$ cat config.mk
export PLATFORM = sky130hd
export DESIGN_NAME = instr_dispatch_flat
export DESIGN_NICKNAME = d
export VERILOG_FILES = /design/src/rtl/dispatch_pkg.sv /design/src/rtl/instr_dispatch_if.sv /design/src/rtl/opcode_decoder.sv /design/src/rtl/instr_dispatch.sv /design/src/flat_wrapper.sv
export SDC_FILE = /design/constraint.sdc
export NUM_CORES = 1
export LEC_CHECK = 0
export CAP_MARGIN = 25
export CELL_PAD_IN_SITES_DETAIL_PLACEMENT = 0
export CELL_PAD_IN_SITES_GLOBAL_PLACEMENT = 1
export CORE_UTILIZATION = 31
export CTS_CLUSTER_DIAMETER = 200
export DETAILED_ROUTE_END_ITERATION = 6
export PLACE_DENSITY = 0.81
export SYNTH_ARGS = -nofsm -noshare
export SYNTH_HDL_FRONTEND = slang
export SYNTH_SLANG_ARGS = --single-unit
$ cat constraint.sdc
create_clock -name clk -period 4.4 [get_ports clk]
set_clock_uncertainty 0.05 [all_clocks]
set_input_delay 1.1 -clock clk [delete_from_list [all_inputs] [get_ports clk]]
set_output_delay 1.1 -clock clk [all_outputs]
set_load 0.005 [all_outputs]
$ cat src/rtl/dispatch_pkg.sv
// Shared types and helpers for the instruction dispatcher: FSM state encoding,
// opcode field constants and the opcode-to-unit mapping.
package dispatch_pkg;

   localparam int unsigned OPCODE_W = 4;
   localparam logic [OPCODE_W-1:0] OPCODE_NOP = 4'h0;

   typedef enum logic [2:0] {
      IDLE,
      FETCH,
      DECODE,
      DISPATCH,
      WAIT,
      COMPLETE
   } dispatch_state_t;

   // Opcode k (1..NUM_UNITS) targets execution unit k-1.
   function automatic int unsigned opcode_to_unit(input logic [OPCODE_W-1:0] opcode);
      return 32'(opcode) - 32'd1;
   endfunction

endpackage

$ cat src/rtl/instr_dispatch_if.sv
// Fetch/execution-unit handshake bundle between the dispatcher (master) and its environment.
interface instr_dispatch_if #(
   parameter int unsigned NUM_UNITS = 4,
   parameter int unsigned INSTR_W   = 16
);

   logic                 run;
   logic                 instr_valid;
   logic [INSTR_W-1:0]   instr_data;
   logic                 fetch_req;
   logic [NUM_UNITS-1:0] unit_start;
   logic [NUM_UNITS-1:0] unit_done;
   logic [INSTR_W-1:0]   instr_word;
   logic                 busy;
   logic                 retired;
   logic                 illegal_op;
   logic                 timeout;

   modport master (
      input  run, instr_valid, instr_data, unit_done,
      output fetch_req, unit_start, instr_word, busy, retired, illegal_op, timeout
   );

   modport slave (
      output run, instr_valid, instr_data, unit_done,
      input  fetch_req, unit_start, instr_word, busy, retired, illegal_op, timeout
   );

endinterface

$ cat src/rtl/opcode_decoder.sv
// Combinational opcode classifier: NOP, illegal (beyond the attached units) or one-hot unit select.
module opcode_decoder
   import dispatch_pkg::*;
#(
   parameter int unsigned NUM_UNITS = 4
) (
   input  logic [OPCODE_W-1:0]  opcode_i,
   output logic                 is_nop_c,
   output logic                 is_illegal_c,
   output logic [NUM_UNITS-1:0] unit_onehot_c
);

   always_comb begin
      is_nop_c      = (opcode_i == OPCODE_NOP);
      is_illegal_c  = (32'(opcode_i) > NUM_UNITS);
      unit_onehot_c = '0;
      if (!is_nop_c && !is_illegal_c) begin
         unit_onehot_c = NUM_UNITS'(1) << opcode_to_unit(opcode_i);
      end
   end

endmodule

$ cat src/rtl/instr_dispatch.sv
// Instruction dispatcher: fetch, decode, start one execution unit, wait for its done, retire.
// Optional WAIT watchdog is compiled in with DISPATCH_WDOG_EN.
module instr_dispatch
   import dispatch_pkg::*;
#(
   parameter int unsigned NUM_UNITS  = 4,
   parameter int unsigned INSTR_W    = 16
`ifdef DISPATCH_WDOG_EN
   , parameter int unsigned WDOG_LIMIT = 15
`endif
) (
   input logic               clk,
   input logic               reset,
   instr_dispatch_if.master  bus
);

   dispatch_state_t      state_q, state_d;
   logic [INSTR_W-1:0]   instr_word_q, instr_word_d;
   logic                 fetch_req_q, fetch_req_d;
   logic [NUM_UNITS-1:0] unit_start_q, unit_start_d;
   logic                 busy_q, busy_d;
   logic                 retired_q, retired_d;
   logic                 illegal_op_q, illegal_op_d;
   logic                 timeout_q, timeout_d;

   logic                 dec_nop_c;
   logic                 dec_illegal_c;
   logic [NUM_UNITS-1:0] dec_onehot_c;
   logic                 done_hit_c;

   // instr_word is held from DECODE to COMPLETE, so decoding it also tracks the active unit.
   opcode_decoder #(
      .NUM_UNITS (NUM_UNITS)
   ) u_opcode_decoder (
      .opcode_i      (instr_word_q[INSTR_W-1 -: OPCODE_W]),
      .is_nop_c      (dec_nop_c),
      .is_illegal_c  (dec_illegal_c),
      .unit_onehot_c (dec_onehot_c)
   );

   assign done_hit_c = |(bus.unit_done & dec_onehot_c);

`ifdef DISPATCH_WDOG_EN
   localparam int unsigned WDOG_W = $clog2(WDOG_LIMIT + 1);
   logic [WDOG_W-1:0] wdog_q, wdog_d;
   logic              wdog_hit_c;

   assign wdog_hit_c = ((32'(wdog_q) + 32'd1) >= WDOG_LIMIT);
`endif

   always_comb begin
      state_d      = state_q;
      instr_word_d = instr_word_q;
      illegal_op_d = 1'b0;
      timeout_d    = 1'b0;
`ifdef DISPATCH_WDOG_EN
      wdog_d       = wdog_q;
`endif

      unique case (state_q)
         IDLE: begin
            if (bus.run) state_d = FETCH;
         end
         FETCH: begin
            if (bus.instr_valid) begin
               instr_word_d = bus.instr_data;
               state_d      = DECODE;
            end
         end
         DECODE: begin
            if (dec_nop_c) begin
               state_d = COMPLETE;
            end else if (dec_illegal_c) begin
               illegal_op_d = 1'b1;
               state_d      = COMPLETE;
            end else begin
               state_d = DISPATCH;
            end
         end
         DISPATCH: begin
            state_d = WAIT;
`ifdef DISPATCH_WDOG_EN
            wdog_d  = '0;
`endif
         end
         WAIT: begin
            // A done arriving on the limit cycle takes precedence over the abort.
            if (done_hit_c) begin
               state_d = COMPLETE;
`ifdef DISPATCH_WDOG_EN
            end else if (wdog_hit_c) begin
               timeout_d = 1'b1;
               state_d   = COMPLETE;
            end else begin
               wdog_d = wdog_q + WDOG_W'(1);
`endif
            end
         end
         COMPLETE: begin
            state_d = bus.run ? FETCH : IDLE;
         end
         default: begin
            state_d = IDLE;
         end
      endcase

      // Outputs are decoded from the next state so they leave the flops aligned with the state.
      fetch_req_d  = (state_d == FETCH);
      unit_start_d = (state_d == DISPATCH) ? dec_onehot_c : '0;
      busy_d       = (state_d != IDLE);
      retired_d    = (state_d == COMPLETE);
   end

   always_ff @(posedge clk) begin
      if (reset) begin
         state_q      <= IDLE;
         instr_word_q <= '0;
         fetch_req_q  <= 1'b0;
         unit_start_q <= '0;
         busy_q       <= 1'b0;
         retired_q    <= 1'b0;
         illegal_op_q <= 1'b0;
         timeout_q    <= 1'b0;
      end else begin
         state_q      <= state_d;
         instr_word_q <= instr_word_d;
         fetch_req_q  <= fetch_req_d;
         unit_start_q <= unit_start_d;
         busy_q       <= busy_d;
         retired_q    <= retired_d;
         illegal_op_q <= illegal_op_d;
         timeout_q    <= timeout_d;
      end
   end

`ifdef DISPATCH_WDOG_EN
   always_ff @(posedge clk) begin
      if (reset) begin
         wdog_q <= '0;
      end else begin
         wdog_q <= wdog_d;
      end
   end
`endif

   assign bus.fetch_req  = fetch_req_q;
   assign bus.unit_start = unit_start_q;
   assign bus.instr_word = instr_word_q;
   assign bus.busy       = busy_q;
   assign bus.retired    = retired_q;
   assign bus.illegal_op = illegal_op_q;
   assign bus.timeout    = timeout_q;

endmodule

$ cat src/flat_wrapper.sv
// flat-port wrapper written by rule: the top's interface ports become plain ports
module instr_dispatch_flat import dispatch_pkg::*;
#(
   parameter int unsigned NUM_UNITS  = 4,
   parameter int unsigned INSTR_W    = 16

)
  (clk, reset, bus_run, bus_instr_valid, bus_instr_data, bus_unit_done, bus_fetch_req, bus_unit_start, bus_instr_word, bus_busy, bus_retired, bus_illegal_op, bus_timeout);
  instr_dispatch_if #(.NUM_UNITS(NUM_UNITS), .INSTR_W(INSTR_W)) bus_i ();
  input logic clk;
  input logic reset;
  input wire logic [$bits(bus_i.run)-1:0] bus_run;
  input wire logic [$bits(bus_i.instr_valid)-1:0] bus_instr_valid;
  input wire logic [$bits(bus_i.instr_data)-1:0] bus_instr_data;
  input wire logic [$bits(bus_i.unit_done)-1:0] bus_unit_done;
  output wire logic [$bits(bus_i.fetch_req)-1:0] bus_fetch_req;
  output wire logic [$bits(bus_i.unit_start)-1:0] bus_unit_start;
  output wire logic [$bits(bus_i.instr_word)-1:0] bus_instr_word;
  output wire logic [$bits(bus_i.busy)-1:0] bus_busy;
  output wire logic [$bits(bus_i.retired)-1:0] bus_retired;
  output wire logic [$bits(bus_i.illegal_op)-1:0] bus_illegal_op;
  output wire logic [$bits(bus_i.timeout)-1:0] bus_timeout;
  assign bus_i.run = bus_run;
  assign bus_i.instr_valid = bus_instr_valid;
  assign bus_i.instr_data = bus_instr_data;
  assign bus_i.unit_done = bus_unit_done;
  assign bus_fetch_req = bus_i.fetch_req;
  assign bus_unit_start = bus_i.unit_start;
  assign bus_instr_word = bus_i.instr_word;
  assign bus_busy = bus_i.busy;
  assign bus_retired = bus_i.retired;
  assign bus_illegal_op = bus_i.illegal_op;
  assign bus_timeout = bus_i.timeout;
  instr_dispatch #(.NUM_UNITS(NUM_UNITS), .INSTR_W(INSTR_W)) u_core (.clk(clk), .reset(reset), .bus(bus_i));
endmodule
==> metrics.md, run 1 <==
| Metric | Value |
|---|---|
| Status | `completed` |
| Residual DRC | `0` |
| Utilization after layout | `a little under 50%` |
| Static leakage | `0.5697 nW` |
| Overall Global Routing Usage | `14.21%` |
| Critical-path cell list | `clkdlybuf4s50_1` |
| Fill cells | `~350` |
| CP arrival | `between 1000 and 1500 ps` |
| Post-synthesis xor/xnor area fraction | `0.7701%` |
| Pwr dens | `about 240 mW/mm^2` |
| Post-cts repair resize count | `0` |
| Syn avg cell area | `~8.4 um^2` |
| Cts bufs inserted | `3` |
| Clock Power Share | `roughly 26%` |
| Htree depth | `1` |
| RePlAce Congestion | `0.7052` |
| Clock-pin slew on the worst setup and hold paths | `around 140 ps` |
| Main combinational cell family by area after synthesis | `simple AND/OR/NAND/NOR gates` |
| Initial antenna violation count | `0` |
| DR pass1 iterations | `4` |
| Asr flop ratio synth | `0%` |
| Area delta synth->final | `47.30%` |
| # IOs | `49` |
| Chip width | `62.57 um` |
| # rows | `21` |
| Synth Area in Compound Gates | `17.71%` |
| Antenna Cells | `0` |
| Slew margin rel. | `49.54%` |
| WS Path Type | `flip-flop to output port` |
| CP Capture Type | `output port` |
| Vias in the first global route | `approximately 1000` |
| Cts-stage hold buffer count | `0` |
| Pint | `approximately 0.32 mW` |
| Netlist cell types | `34` |
| WP data required | `3250 ps` |
| Vias | `about 1100` |
| Crit-path leading delay family | `buffers and inverters` |
| Reg2Reg Setup Slack | `between 2000 and 2500 ps` |
| Die area | `roughly 0.0039 mm^2` |
| Seq cells post-synth | `27` |
| Die Y | `62.57 um` |
| CTS tree | `built` |
| Skew-Pair Late Insertion Delay | `~320 ps` |
| CTS Sinks | `27` |
| Slew @ Worst Pin | `roughly 750 ps` |
| Combinational Power Share | `between 10% and 20%` |
| Synthesized area | `around 0.0011 mm^2` |
| Fmax | `between 300 and 400 MHz` |
| GR Overflow Total | `0` |
| Largest net degree at the start of global routing | `22` |
| Setup Viol. Count Final | `0` |
| Number of synthesized flops with an enable pin | `0` |
| Most frequent cells in the layout | `47 x clkdlybuf4s50_1, 33 x nand2_1, 27 x dfxtp_1, 19 x a21oi_1` |
| Post-CTS setup buffers | `0` |
| Post-Synth Simple-Gate Area | `a little over a quarter` |
| VDD IR-drop max | `around 0.20 mV` |
| Worst Path Max Fanout | `8` |
| Pwr Total | `0.4079 mW` |
| Detailed placement HPWL | `a little under 2 mm` |
| Layout cells sized above 1 | `under 10%` |
| Slowest cell on crit path | `clkdlybuf4s50_1` |
| Final period util | `57.04%` |
| RSZ-0062 raised after global routing | `no` |
| Critical path's largest stage delay | `~550 ps` |
| Top_reg_cell synth | `dfxtp_1` |
| Initial DRC Count | `32` |
| Mux cell area share after synthesis | `less than 1%` |
| Synthesized instance count | `between 100 and 150` |
| Fin crit period | `around 2500 ps` |
| Sw frac | `22.55%` |
| Setup_tns | `0 ps` |
| Flop pwr share | `between 60% and 70%` |
| Post-route ant nets | `0` |
| Sequential fraction of the synthesis area | `a little under half` |
| Commonest non-fill, non-tap cell in the layout | `clkdlybuf4s50_1` |
| Buffers on Ports | `47` |
| Net Switching | `0.09200 mW` |
| Hold Crit Class | `flip-flop to flip-flop` |
| Core area | `approximately 0.0034 mm^2` |
| Clk buf depth | `2` |
| Worst Path Buf+Inv | `1` |
| Initial core utilization | `33.30%` |
| Crit path launch type | `flip-flop` |
| Final WL | `approximately 2.6 mm` |
| Adder-cell share of the synthesized area | `under 10%` |
| Final Hold Vio Count | `0` |
| Routed vias/inst | `approximately 4.6` |
| Final Max Slew Viols | `0` |
| Max Cap Viol | `0` |
| Wire per inst | `11.24 um` |
| Synth Net Count | `approximately 160` |
| First-pass GRT wire length | `around 4.4 mm` |
| CTS root buf | `clkbuf_4` |
| Ys Warns | `0` |
| Fin nets | `between 200 and 250` |
cells in the mapped netlist (all sizes together), types with 2 or more instances:
cell type | count | area, um^2
nand3 | 4 | 20.02
nand2b | 4 | 25.02
and3 | 3 | 18.77
clkbuf | 3 | 11.26
inv | 6 | 22.52
nor2 | 6 | 22.52
and2 | 2 | 12.51
dfxtp | 27 | 540.5
nand2 | 33 | 123.9
nor3b | 2 | 15.01
o21ai | 2 | 10.01
nor3 | 3 | 20.02
a21oi | 19 | 95.09
or3 | 2 | 17.52
ha | 2 | 25.02
o21bai | 2 | 15.01
buf | 2 | 12.51
sequential cells by signal (all words and copies together) (netlist names):
signal and count:
u_core.bus.unit_start 4, u_core.bus.fetch_req 1, u_core.state_q 3, u_core.bus.instr_word 16, u_core.bus.retired 1, u_core.bus.busy 1
u_core.bus.illegal_op 1
per-layer routing:
metal	global-route usage, %	part of all wire, %	wire length [um]	vias to the layer above
met5	0	0	0	-
met4	4.360	0.58	15	0
met3	6.204	8.1	209	2
met2	25.27	49	1259	31
met1	14.96	42	1088	466
li1	-	-	-	553
metrics by stage:
stage	cell area [um^2]	hold WS [ps]	worst slack, ps	cells
2_1_floorplan	1137	402.7	2222	136
3_3_place_gp	1642	393.4	1489	224
3_5_place_dp	1642	398.3	1404	224
4_1_cts	1668	416.5	1754	228
5_1_grt	1675	432.7	1783	229
6_report	1675	416.0	1890	229
cell type report:
class	instances	area [um^2]	share of cell area, %
multi-input cells	98	550.5	32.86
flip-flops and latches	27	540.5	32.26
repair buffers	48	478.0	28.53
well taps	46	57.56	3.435
clock buffers	4	26.28	1.568
inverters	6	22.52	1.344
kinds of logic after synthesis:
| kind of cell | after synthesis |
|---|---|
| AND/OR/NAND/NOR | 63 |
| AO/OA/AOI/OAI | 30 |
| flip-flops | 27 |
| buffers and inverters | 11 |
| adder cells (fa/ha/maj) | 2 |
| other | 1 |
| XOR/XNOR | 1 |
| multiplexers | 1 |
power by group through the flow:
stage / Sequential [mW] / Combinational, mW / Clock, mW
3_5_place_dp: 0.257 / 0.0508 / 0
2_1_floorplan: 0.257 / 0.0197 / 0
3_3_place_gp: 0.257 / 0.0504 / 0
5_1_grt: 0.253 / 0.0557 / 0.124
4_1_cts: 0.252 / 0.0510 / 0.111
6_report: 0.252 / 0.0508 / 0.105
final timing paths:
kind	from	endpoint	cells past startpoint
max	u_core.bus.instr_word[15]	bus_instr_word[15]	1
min	u_core.bus.instr_word[7]	u_core.bus.instr_word[7]	2
max reg2reg	u_core.bus.instr_word[12]	u_core.bus.retired	6
min reg2reg	u_core.bus.instr_word[7]	u_core.bus.instr_word[7]	2
Note: power is estimated with default switching activity, not from simulation.
==> run 2: changes to the inputs <==
- CORE_UTILIZATION: 31 -> 29
- PLACE_DENSITY: 0.81 -> 0.77
- clock period: 4.4 -> 2.5 ns (I/O delays scaled with it)
==> metrics.md, run 2 (synthesis gave the netlist of run 1 again) <==
| Metric | Value |
|---|---|
| Status | `completed` |
| Hold Path End | `u_core.bus.instr_word[0]` |
| Critical path's largest stage delay | `560 ps (about the same)` |
| Post-cts repair resize count | `0 (unchanged)` |
| Initial core utilization | `30.61% (-2.7 points)` |
| Wire per inst | `12.21 um (+8.7%)` |
| Largest net degree at the start of global routing | `20 (-9.1%)` |
| CP Capture Type | `output port` |
| Reg2Reg Setup Slack | `560 ps (-1850 ps)` |
| Commonest non-fill, non-tap cell in the layout | `clkdlybuf4s50_1` |
| CTS root buf | `clkbuf_8` |
| Overall Global Routing Usage | `14.88% (+0.66 points)` |
| Pwr dens | `456.7 mW/mm^2 (+88%)` |
| Final period util | `approximately four fifths` |
| Htree depth | `1 (unchanged)` |
| Buffers on Ports | `47 (unchanged)` |
| Fin nets | `212 (+0.95%)` |
| Dpl cells | `229 (+2.2%)` |
| Crit path launch type | `flip-flop` |
| Pwr Total | `0.7823 mW (+92%)` |
| Final Max Slew Viols | `0 (unchanged)` |
| Hold Startpoint | `u_core.bus.instr_word[0]` |
| Cts-stage hold buffer count | `0 (unchanged)` |
| Layout cells sized above 1 | `6.486% (+1.6 points)` |
| Fill cells | `370 (+6.6%)` |
| Residual DRC | `0 (unchanged)` |
| GR Overflow Total | `0 (unchanged)` |
| Die Y | `64.63 um (+3.3%)` |
| DR pass1 iterations | `4 (unchanged)` |
| Most frequent cells in the layout | `47 x clkdlybuf4s50_1, 33 x nand2_1, 27 x dfxtp_1, 19 x a21oi_1` |
| VDD IR-drop max | `0.1799 mV (-11%)` |
| Hold Path Stages | `2 (unchanged)` |
| Crit Reg-Reg Endpoint | `u_core.bus.retired` |
| Final WL | `2.846 mm (+11%)` |
| Hold Crit Class | `flip-flop to flip-flop` |
| Clk buf depth | `2 (unchanged)` |
| CP arrival | `1310 ps (-50 ps)` |
| Max Cap Viol | `0 (unchanged)` |
| Clock-pin slew on the worst setup and hold paths | `90 ps (-50 ps)` |
| Setup_tns | `0 ps (unchanged)` |
| Sw frac | `22.52% (-0.031 points)` |
| WS Path Type | `flip-flop to output port` |
| Cts bufs inserted | `3 (unchanged)` |
| Flop pwr share | `56.6% (-5.1 points)` |
| Slowest cell on crit path | `clkdlybuf4s50_1` |
| Routed vias/inst | `4.764 (+3.7%)` |
| Die area | `0.004176 mm^2 (+6.7%)` |
| # rows | `22 (+4.8%)` |
| Non-filler instance count after layout | `233 (+1.7%)` |
| Fin crit period | `just under 2000 ps` |
| Net Switching | `0.1762 mW (+92%)` |
| Fmax | `504.5 MHz` |
| Utilization after layout | `46.09% (-3.0 points)` |
| R2R depth | `6 (unchanged)` |
| Post-route ant nets | `0 (unchanged)` |
| Pint | `0.6061 mW (+92%)` |
| Largest register FFs | `16 (unchanged)` |
| Vias | `1110 (+5.5%)` |
| RSZ-0062 raised after global routing | `no` |
| Area occupied by multi-input gates | `550.5 um^2 (unchanged)` |
| Vias in the first global route | `1088 (+8.7%)` |
| WP data required | `1820 ps (-1430 ps)` |
| CTS tree | `built` |
| Clock Power Share | `31.6% (+5.8 points)` |
| Critical-path cell list | `clkdlybuf4s50_1` |
| Reg-to-Reg Start | `u_core.bus.instr_word[12]` |
| Combinational Power Share | `11.8% (-0.6 points)` |
| Core area | `0.003716 mm^2 (+8.8%)` |
| Detailed placement HPWL | `2.127 mm (+9.8%)` |
| Worst Path Max Fanout | `8 (unchanged)` |
| Final Hold Vio Count | `0 (unchanged)` |
| First-pass GRT wire length | `4.774 mm (+8.3%)` |
| Register area | `540.5 um^2 (unchanged)` |
| Initial antenna violation count | `0 (unchanged)` |
| Worst Path Buf+Inv | `1 (unchanged)` |
| Chip width | `64.63 um (+3.3%)` |
| RePlAce Congestion | `0.8240 (+17%)` |
| Antenna Cells | `0 (unchanged)` |
| # IOs | `49 (unchanged)` |
| CTS Sinks | `27 (unchanged)` |
| Area delta synth->final | `50.60%` |
| Static leakage | `0.5892 nW (+3.4%)` |
| Skew-Pair Late Insertion Delay | `270 ps (-50 ps)` |
| Initial DRC Count | `68 (+110%)` |
| Crit. Startpoint | `u_core.bus.instr_word[15]` |
| Crit-path leading delay family | `buffers and inverters` |
| Post-CTS setup buffers | `0 (unchanged)` |
| Setup Viol. Count Final | `0 (unchanged)` |
run 2: changes by cell type in the layout (fill, tap and decap cells not counted):
| cell | before | now |
|---|---|---|
| clkbuf_8 | 0 | 3 |
| clkinv_2 | 0 | 1 |
| clkbuf_4 | 3 | 0 |
| clkbuf_1 | 1 | 0 |
| buf_4 | 1 | 3 |
run 2: final cells by class:
type                       instances  share of cell area [%]
timing repair buffer              50                   28.78
multi-input combinational         98                   32.14
inverter                           6                   1.315
clock buffer                       3                   2.411
tap                               48                   3.506
sequential                        27                   31.56
clock inverter                     1                  0.2922
run 2: power by group through the flow:
stage | Combinational [mW] | Sequential, mW | Clock [mW]
floorplan | 0.0348 | 0.453 | 0
global placement | 0.0908 | 0.453 | 0
detailed placement | 0.0925 | 0.453 | 0
CTS | 0.0930 | 0.443 | 0.258
global route | 0.101 | 0.444 | 0.277
finish | 0.0924 | 0.443 | 0.247
run 2: stage by stage:
step / hold slack [ps] / instance area [um^2] / setup slack (ps)
CTS: 412.3 / 1713 / 496.8
global route: 426.7 / 1713 / 447.4
floorplan: 402.7 / 1137 / 702.6
global placement: 392.3 / 1667 / 334.4
detailed placement: 398.6 / 1667 / 294.5
finish: 406.5 / 1713 / 517.8
run 2: metal layers:
| layer | global-route usage [%] | wire length [um] | vias to the layer above |
|---|---|---|---|
| met4 | 5.833 | 53 | 0 |
| met1 | 15.72 | 1162 | 505 |
| met3 | 4.401 | 203 | 6 |
| met2 | 27.37 | 1427 | 43 |
| met5 | 0 | 0 | - |
| li1 | - | - | 556 |
run 2: worst max path at each step:
| stage | endpoint | slack [ps] | cells after the start |
|---|---|---|---|
| floorplan | u_core.bus.retired | 700 | 6 |
| global placement | u_core.bus.retired | 330 | 5 |
| detailed placement | u_core.state_q[0] | 290 | 5 |
| CTS | bus_instr_word[15] | 500 | 1 |
| global route | bus_instr_word[15] | 450 | 1 |
| finish | bus_instr_word[15] | 520 | 1 |
run 2: worst min-delay path, cell delays in order, from the launching register on:
cell     delay, ps
dfxtp_1        320
nand2_1         50
a21oi_1         50
==> run 3: changes to the inputs <==
- clock period: 2.5 -> 1.95 ns (I/O delays scaled with it)
==> metrics.md, run 3 (synthesis gave the netlist of run 1 again) <==
| Metric | Value |
|---|---|
| Status | `completed` |
| Critical-path cell list | `clkdlybuf4s50_1` |
| Commonest non-fill, non-tap cell in the layout | `clkdlybuf4s50_1` |
| Area occupied by multi-input gates | `550.5 um^2 (unchanged)` |
| Chip width | `64.63 um (unchanged)` |
| First-pass GRT wire length | `4.547 mm (-4.8%)` |
| WP depth | `1 (unchanged)` |
| Antenna Cells | `0 (unchanged)` |
| CTS tree | `built` |
| Residual DRC | `0 (unchanged)` |
| CP arrival | `1310 ps (about the same)` |
| Vias | `1112 (+0.18%)` |
| Overall Global Routing Usage | `13.98% (-0.90 points)` |
| Post-route ant nets | `0 (unchanged)` |
| RePlAce Congestion | `0.8041 (-2.4%)` |
| Highest metal used | `met4` |
| Reg2Reg Setup Slack | `160 ps (-400 ps)` |
| # IOs | `49 (unchanged)` |
| Core area | `0.003716 mm^2 (unchanged)` |
| Setup WS pre-CTS | `-115.4 ps (-409.9 ps)` |
| Layout cells sized above 1 | `8.995% (+2.5 points)` |
| Final Hold Vio Count | `0 (unchanged)` |
| Worst Path Buf+Inv | `1 (unchanged)` |
| Most frequent cells in the layout | `47 x clkdlybuf4s50_1, 33 x nand2_1, 26 x dfxtp_1, 19 x a21oi_1, 7 x buf_4` |
| Metal3 WL | `210 um (+3.4%)` |
| Non-filler instance count after layout | `237 (+1.7%)` |
| CTS Sinks | `27 (unchanged)` |
| Cts bufs inserted | `3 (unchanged)` |
| Reg-to-Reg Start | `u_core.bus.instr_word[12]` |
| Crit. Startpoint | `u_core.bus.instr_word[14]` |
| GR Overflow Total | `0 (unchanged)` |
| Worst Path Max Fanout | `6 (-2)` |
| Max Cap Viol | `0 (unchanged)` |
| Htree depth | `1 (unchanged)` |
| Initial core utilization | `30.61% (unchanged)` |
| Wire per inst | `11.44 um (-6.3%)` |
| Slowest cell on crit path | `clkdlybuf4s50_1` |
| Pint | `0.7863 mW (+30%)` |
| Fin nets | `216 (+1.9%)` |
| Final WL | `2.712 mm (-4.7%)` |
| Post-CTS setup buffers | `0 (unchanged)` |
| Sw frac | `22.63% (+0.10 points)` |
| Net Switching | `0.2299 mW (+30%)` |
| # rows | `22 (unchanged)` |
| Critical Path Sink | `bus_instr_word[14]` |
| Crit path launch type | `flip-flop` |
| Die Y | `64.63 um (unchanged)` |
| CP Capture Type | `output port` |
| Hold Crit Class | `flip-flop to flip-flop` |
| WP data required | `1410 ps (-410 ps)` |
| Largest register FFs | `16 (unchanged)` |
| Flop pwr share | `55.8% (-0.8 points)` |
| PnR worst setup slack | `101.9 ps (-416.0 ps)` |
| Utilization after layout | `47.04% (+0.94 points)` |
| Fmax | `roughly 540 MHz` |
| DR pass1 iterations | `4 (unchanged)` |
| Die area | `0.004176 mm^2 (unchanged)` |
| Met2 routed WL | `1.367 mm (-4.2%)` |
| WS Path Type | `flip-flop to output port` |
| VDD IR-drop max | `0.3622 mV (+100%)` |
| R2R depth | `6 (unchanged)` |
| Critical path's largest stage delay | `560 ps (about the same)` |
| Fin crit period | `~1800 ps` |
| Routed vias/inst | `4.692 (-1.5%)` |
| RSZ-0062 raised after global routing | `no` |
| Initial antenna violation count | `0 (unchanged)` |
| Skew-Pair Late Insertion Delay | `280 ps (about the same)` |
| Initial DRC Count | `56 (-18%)` |
| Vias in the first global route | `1047 (-3.8%)` |
| Detailed placement HPWL | `2.060 mm (-3.1%)` |
| Clk buf depth | `2 (unchanged)` |
| Fill cells | `373 (+0.81%)` |
| Combinational Power Share | `12.0% (+0.2 points)` |
| Final Max Slew Viols | `0 (unchanged)` |
| Crit-path leading delay family | `buffers and inverters` |
| Post-Route M1 WL | `1.120 mm (-3.6%)` |
| Setup_tns | `0 ps (unchanged)` |
| CTS root buf | `clkbuf_8` |
| Static leakage | `0.6114 nW (+3.8%)` |
| Clock Power Share | `32.2% (+0.6 points)` |
| Crit Reg-Reg Endpoint | `u_core.bus.retired` |
| Setup Viol. Count Final | `0 (unchanged)` |
| Buffers on Ports | `47 (unchanged)` |
| Area delta synth->final | `53.69%` |
| Clock-pin slew on the worst setup and hold paths | `100 ps (about the same)` |
| Largest net degree at the start of global routing | `19 (-5.0%)` |
| Pwr Total | `1.016 mW (+30%)` |
| Final period util | `94.78%` |
| Dpl cells | `233 (+1.7%)` |
| Register area | `541.8 um^2 (+0.23%)` |
| Pwr dens | `581.4 mW/mm^2 (+27%)` |
==> run 3: per-stage QoR <==
step / hold slack (ps) / area [um^2]
floorplan: 402.7 / 1137
global placement: 392.1 / 1697
detailed placement: 398.4 / 1697
CTS: 411.3 / 1747
global route: 431.7 / 1748
finish: 408.6 / 1748
==> run 3: final cells by class <==
| class | count | share of cell area, % |
|---|---|---|
| clock inverters | 1 | 0.5011 |
| multi-input cells | 98 | 31.50 |
| well taps | 48 | 3.436 |
| repair buffers | 54 | 29.92 |
| clock buffers | 3 | 2.362 |
| flip-flops and latches | 27 | 30.99 |
| inverters | 6 | 1.288 |
==> run 3: worst min path at each step <==
| stage | to | cells after the start | from |
|---|---|---|---|
| 2_1_floorplan | u_core.bus.instr_word[0] | 2 | u_core.bus.instr_word[0] |
| 3_3_place_gp | u_core.bus.instr_word[9] | 2 | u_core.bus.instr_word[9] |
| 3_5_place_dp | u_core.bus.instr_word[9] | 2 | u_core.bus.instr_word[9] |
| 4_1_cts | u_core.bus.instr_word[1] | 2 | u_core.bus.instr_word[1] |
| 5_1_grt | u_core.bus.instr_word[1] | 2 | u_core.bus.instr_word[1] |
| 6_report | u_core.bus.instr_word[1] | 2 | u_core.bus.instr_word[1] |
==> run 3: routing by layer <==
metal	vias up	track usage, %
met3	2	5.106
met5	-	0
met1	500	15.05
li1	567	-
met2	43	25.66
met4	0	3.333
==> run 3: what timing repair did <==
action / 4_1_cts / 5_1_grt
hold buffers: 0 / 0
setup endpoints to repair: 0 / 1
resized for setup: 0 / 1
==> run 3: power by group through the flow <==
stage	Clock [mW]	Combinational, mW	Sequential [mW]
finish	0.327	0.122	0.567
global route	0.368	0.134	0.569
CTS	0.341	0.123	0.567
floorplan	0	0.0446	0.580
global placement	0	0.120	0.580
detailed placement	0	0.122	0.580
